**src/rtl/layer0_input_quantizer.sv**
```systemverilog
// layer0_input_quantizer
//   Front end of the classifier pipeline. Each accepted signed sample is
//   quantized to a 2-bit code using three fixed thresholds. A complete frame
//   of NUM_FEATURES codes is packed into one flat vector and presented on a
//   registered valid/ready output. Frames that are too short or too long
//   are rejected.
//
// Ports
//   clk        rising-edge clock for all logic
//   rst        synchronous active-high reset
//   s_valid    input beat valid
//   s_ready    input beat accepted when s_valid & s_ready
//   s_data     signed feature sample
//   s_last     last beat of a frame
//   m_valid    packed frame valid
//   m_ready    downstream accepts when m_valid & m_ready
//   m_data     packed codes, feature i at bits [2i+1:2i]
//   err        one-cycle pulse per rejected frame
//   err_count  saturating count of rejected frames
module layer0_input_quantizer #(
    parameter int                        NUM_FEATURES = 16,
    parameter int                        FEAT_W       = 16,
    parameter logic signed [FEAT_W-1:0]  T0           = -64,
    parameter logic signed [FEAT_W-1:0]  T1           = 0,
    parameter logic signed [FEAT_W-1:0]  T2           = 64
) (
    input  logic                          clk,
    input  logic                          rst,
    input  logic                          s_valid,
    output logic                          s_ready,
    input  logic [FEAT_W-1:0]             s_data,
    input  logic                          s_last,
    output logic                          m_valid,
    input  logic                          m_ready,
    output logic [2*NUM_FEATURES-1:0]     m_data,
    output logic                          err,
    output logic [15:0]                   err_count
);

    localparam int               IDX_W    = $clog2(NUM_FEATURES);
    localparam logic [IDX_W-1:0] LAST_IDX = IDX_W'(NUM_FEATURES - 1);

    typedef enum logic {
        FILL    = 1'b0,
        DISCARD = 1'b1
    } state_t;

    state_t                      state_reg, state_next;
    logic [IDX_W-1:0]            idx_reg;
    logic                        pending_reg;
    logic [2*NUM_FEATURES-1:0]   acc_reg, acc_next;
    logic [2*NUM_FEATURES-1:0]   m_data_reg;
    logic                        m_valid_reg;
    logic                        err_reg;
    logic [15:0]                 err_count_reg;

    logic signed [FEAT_W-1:0]    sample;
    logic [1:0]                  code;
    logic                        beat_fire;
    logic                        at_last_idx;
    logic                        fill_beat, good_frame, short_frame, long_frame, discard_end;

    // Beat handshake is derived from state directly rather than from s_ready
    // so the decode block below has no combinational feedback.
    assign beat_fire   = s_valid && !rst && !pending_reg;
    assign at_last_idx = (idx_reg == LAST_IDX);
    assign sample      = $signed(s_data);

    // Threshold quantizer: both operands are signed, so the compares are signed.
    always_comb begin
        if (sample < T0)
            code = 2'd0;
        else if (sample < T1)
            code = 2'd1;
        else if (sample < T2)
            code = 2'd2;
        else
            code = 2'd3;
    end

    // State register.
    always_ff @(posedge clk) begin
        if (rst)
            state_reg <= FILL;
        else
            state_reg <= state_next;
    end

    // Next-state logic.
    always_comb begin
        state_next = state_reg;
        case (state_reg)
            FILL: begin
                if (beat_fire && at_last_idx && !s_last)
                    state_next = DISCARD;
            end
            DISCARD: begin
                if (beat_fire && s_last)
                    state_next = FILL;
            end
            default: state_next = FILL;
        endcase
    end

    // Output / action decode.
    always_comb begin
        s_ready     = !rst && !pending_reg;
        fill_beat   = 1'b0;
        good_frame  = 1'b0;
        short_frame = 1'b0;
        long_frame  = 1'b0;
        discard_end = 1'b0;
        case (state_reg)
            FILL: begin
                if (beat_fire) begin
                    fill_beat = 1'b1;
                    if (at_last_idx) begin
                        if (s_last)
                            good_frame = 1'b1;
                        else
                            long_frame = 1'b1;
                    end else if (s_last) begin
                        short_frame = 1'b1;
                    end
                end
            end
            DISCARD: begin
                if (beat_fire && s_last)
                    discard_end = 1'b1;
            end
            default: ;
        endcase
    end

    // Per-lane code write: only the lane addressed by idx takes the new code.
    genvar gi;
    generate
        for (gi = 0; gi < NUM_FEATURES; gi++) begin : g_lane
            assign acc_next[2*gi +: 2] = (fill_beat && (idx_reg == IDX_W'(gi)))
                                         ? code : acc_reg[2*gi +: 2];
        end
    endgenerate

    // Datapath: accumulator, index, pending slot, output register, errors.
    always_ff @(posedge clk) begin
        if (rst) begin
            idx_reg       <= '0;
            pending_reg   <= 1'b0;
            acc_reg       <= '0;
            m_data_reg    <= '0;
            m_valid_reg   <= 1'b0;
            err_reg       <= 1'b0;
            err_count_reg <= '0;
        end else begin
            acc_reg <= acc_next;
            err_reg <= short_frame || long_frame;

            if ((short_frame || long_frame) && (err_count_reg != 16'hFFFF))
                err_count_reg <= err_count_reg + 16'd1;

            // Index wraps at the end of every frame, good or bad; in DISCARD
            // it already sits at 0 and is simply held there.
            if (fill_beat)
                idx_reg <= (at_last_idx || s_last) ? '0 : idx_reg + IDX_W'(1);
            else if (discard_end)
                idx_reg <= '0;

            // The completed frame stays in acc_reg while pending; s_ready is
            // low then, so nothing can overwrite it before it moves out.
            if (good_frame && (!m_valid_reg || m_ready)) begin
                m_data_reg  <= acc_next;
                m_valid_reg <= 1'b1;
            end else if (good_frame) begin
                pending_reg <= 1'b1;
            end else if (pending_reg && m_ready) begin
                m_data_reg  <= acc_reg;
                m_valid_reg <= 1'b1;
                pending_reg <= 1'b0;
            end else if (m_valid_reg && m_ready) begin
                m_valid_reg <= 1'b0;
            end
        end
    end

    assign m_data    = m_data_reg;
    assign m_valid   = m_valid_reg;
    assign err       = err_reg;
    assign err_count = err_count_reg;

endmodule

```
**config.mk**
```make
export PLATFORM = sky130hd
export DESIGN_NAME = layer0_input_quantizer
export DESIGN_NICKNAME = d
export VERILOG_FILES = /design/src/rtl/layer0_input_quantizer.sv
export SDC_FILE = /design/constraint.sdc
export NUM_CORES = 1
export LEC_CHECK = 0
export CORE_UTILIZATION = 35
export CTS_CLUSTER_SIZE = 20
export DETAILED_ROUTE_END_ITERATION = 7
export HOLD_SLACK_MARGIN = 0.12
export PLACE_DENSITY_LB_ADDON = 0.2
export RECOVER_POWER = 100
export SLEW_MARGIN = 20
export SYNTH_ARGS = -nofsm -noshare
export SYNTH_HDL_FRONTEND = slang
export SYNTH_SLANG_ARGS = --single-unit
```
**constraint.sdc**
```tcl
create_clock -name clk -period 3.2 [get_ports clk]
set_clock_uncertainty 0.15 [all_clocks]
set_input_delay 0.48 -clock clk [delete_from_list [all_inputs] [get_ports clk]]
set_output_delay 0.48 -clock clk [all_outputs]
set_load 0.005 [all_outputs]
```
==> results.tsv <==
stage	metric	value	unit
timing	Hold Violations, Final	0	
route	DRT Wirelength	9.29	mm
logic_synthesis	post-synth cell types	36	
clock_network	clk_lat worst skew	0.36	ns
route	Vias/cell	5.24	
logic_synthesis	Mapped Nets	470	
die	I/O Pins	72	
finish	Finished Layout Cells	641	
timing	setup TNS	0	ns
route	DR iter-0 viols	180	
pwr	PD cells	399	mW/mm^2
clock_network	Post-CTS Hold Fix Bufs	0	
logic_synthesis	ys async rst share	0	%
min_path	min-delay src	acc_reg[22]	
logic_synthesis	sequential area share after synthesis	45.7	%
route	Vias	3360	
placement	placed insts	625	
timing	max frequency	366	MHz
worst_setup_path	Reg2Reg Setup Slack	0.47	ns
global_route	global route overflow	0	
timing	Worst slew margin	49.1	%
global_route	initial antenna violation count	0	
logic_synthesis	Post-Synth Adder-Cell Area	1.95	%
global_route	number of global-route vias before repair	3110	
logic_synthesis	number of flops mapped to enable cells by yosys	0	
timing	RSZ-0062 raised after global routing	false	
global_route	first-pass GRT wire length	15.5	mm
global_route	GR Util All Layers	17.2	%
logic_synthesis	Synth Area in Simple Gates	23.8	%
logic_synthesis	main combinational cell family by area after synthesis	simple AND/OR/NAND/NOR gates	
finish	share of layout cells above drive strength 1	5.15	%
worst_setup_path	WP buf/inv	1	
worst_setup_path	most frequent CP cell	or3_1	
timing	final setup fails	0	
route	Avg WL per Cell	14.5	um
die	die height	107	um
worst_setup_path	kind of critical path	flop to flop	
die	Initial Util	36.7	%
finish	nets	527	
die	core area	0.0105	sq mm
clock_network	Root Buffer	clkbuf_8	
route	Residual DRC	0	
timing	worst slew pin tran	0.762	ns
route	Initial DRT Pass Iterations	4	
clock_network	Setup Buffers After CTS	0	
clock_network	clk buf depth	2	
finish	antenna cells	0	
clock_network	CTS tree	yes	
global_route	maximum number of pins on one net before global-route repair	64	
route	Routed Antenna Nets	0	
clock_network	TritonCTS Sinks	88	
worst_setup_path	crit-path cells	ha_1 -> clkbuf_1 -> and3_1 -> xnor2_2 -> or3_1 -> or3_1 -> a21oi_1	
placement	port bufs	65	
worst_setup_path	Critical Path Slowest Stage Cell	or3_1	
worst_setup_path	Crit path max-delay family	simple AND/OR/NAND/NOR gates	
job	max cap viols	0	
worst_setup_path	crit-path max FO	11	
clock_network	CTS H-tree depth	3	
worst_setup_path	Arr. time, crit path	2.86	ns
pwr	Leakage	1.86	nW
logic_synthesis	post-synthesis cell area	0.00385	sq mm
placement	DPL Wire Length	6.33	mm
worst_setup_path	CP endpoint kind	flop	
worst_setup_path	CP startpoint	idx_reg[1]	
worst_setup_path	Critical Path Source Type	flop	
clock_network	Worst-path clk slew	0.10	ns
logic_synthesis	synthesized area per cell	8.70	sq um
finish	synthesis-to-finish area growth	24.4	%
pwr	Peak supply drop	0.000243	V
logic_synthesis	Compound-Gate Fraction of Synth Area	16.9	%
worst_setup_path	Crit path largest cell delay	0.53	ns
placement	gpl congestion	0.797	
min_path	Hold WC Path Type	flop to flop	
logic_synthesis	Primary FF master, synth	dfxtp_1	
logic_synthesis	Yosys reg bits	88	
timing	fin crit share	85.3	%
clock_network	post-CTS resize count	0	
clock_network	total CTS buffers	9	
die	Die ar.	0.0114	sq mm
timing	Slew Viols, Final	0	
timing	post-layout min period	2.73	ns
worst_setup_path	Data required, critical path	3.33	ns
outcome	outcome	completed	
worst_setup_path	Worst R2R Start	idx_reg[1]	
logic_synthesis	Synth Area in XOR/XNOR	1.79	%
logic_synthesis	mux contribution to synthesized area	5.97	%
die	row count	37	
logic_synthesis	synth warn	0	
logic_synthesis	cells after synthesis	443	
die	width of the chip	107	um
metal layers:
metal | GRT usage, % | vias up | routed length [um]
met2 | 28.1 | 61 | 4470
met1 | 22.6 | 1582 | 4400
met5 | 0 | - | 0
met3 | 3.71 | 12 | 306
met4 | 4.99 | 0 | 120
li1 | - | 1705 | -
area by class of cell:
class,count,area [sq um]
flip-flops and latches,88,1760
clock inverters,7,60.1
well taps,136,170
multi-input cells,319,1940
clock buffers,9,124
repair buffers,75,718
fillers,1026,5710
inverters,7,26.3
placed cells by master, fill, tap and decap left out, types with 3 or more instances in the layout:
| cell | instances |
|---|---|
| dfxtp_1 | 88 |
| dlygate4sd3_1 | 53 |
| nand2_1 | 52 |
| nor2_1 | 40 |
| a211oi_1 | 40 |
| mux2i_1 | 23 |
| a21oi_1 | 23 |
| nand3_1 | 22 |
| and2_1 | 20 |
| o21ai_0 | 18 |
| a22oi_1 | 13 |
| clkdlybuf4s50_1 | 11 |
| nand4_1 | 9 |
| clkbuf_8 | 9 |
| nor4_1 | 8 |
| or3_1 | 7 |
| inv_1 | 7 |
| nor3_1 | 6 |
| xnor2_1 | 6 |
| ha_1 | 6 |
| nand2b_1 | 5 |
| a31oi_1 | 5 |
| buf_4 | 5 |
| and3_1 | 4 |
| clkbuf_1 | 4 |
| inv_6 | 3 |
| clkinvlp_4 | 3 |
final timing paths:
kind | end | cells after the start
min | m_data[22] | 2
max | err_count[13] | 7
max reg2reg | err_count[13] | 7
min reg2reg | m_data[22] | 2
kinds of logic (layout without fill, tap and decap cells):
| logic type | count (synthesis) | in the layout |
|---|---|---|
| compound gates | 101 | 101 |
| xor+xnor | 7 | 7 |
| fa+ha+maj | 6 | 6 |
| buf+inv | 36 | 98 |
| flops | 88 | 88 |
| mux | 23 | 23 |
| simple gates | 182 | 182 |
synth_stat cells, drive strengths merged (8+ instances only):
cell type | count | area share [%]
dfxtp | 88 | 46
nand2 | 52 | 5.1
a211oi | 40 | 7.8
nor2 | 40 | 3.9
a21oi | 23 | 3.0
mux2i | 23 | 6.0
nand3 | 22 | 2.9
and2 | 20 | 3.2
clkbuf | 20 | 1.9
o21ai | 18 | 2.3
a22oi | 13 | 2.5
buf | 9 | 1.3
nand4 | 9 | 1.5
nor4 | 8 | 1.3
through the flow:
stage,setup WS (ns),power (mW),cell area (sq um),hold slack (ns),util [%]
finish,0.471,1.91,4800,0.329,45.6
global route,0.280,1.99,4800,0.339,45.6
CTS,0.690,1.94,4830,0.330,46.0
detailed placement,0.297,1.21,4650,0.314,44.2
global placement,0.346,1.21,4650,0.309,44.2
floorplan,0.902,1.17,3850,0.296,-
power breakdown:
group / internal [mW] / switching (mW) / total [mW]
Combinational: 0.0326 / 0.0486 / 0.0812
Sequential: 1.10 / 0.00312 / 1.10
Clock: 0.295 / 0.433 / 0.729
Total: 1.43 / 0.485 / 1.91
worst min-delay path, stage by stage (launching register included):
cell and delay [ns]:
dfxtp_1 0.33, nand2_1 0.05, o21ai_0 0.06
No activity file was read; power rests on OpenSTA's default activity.
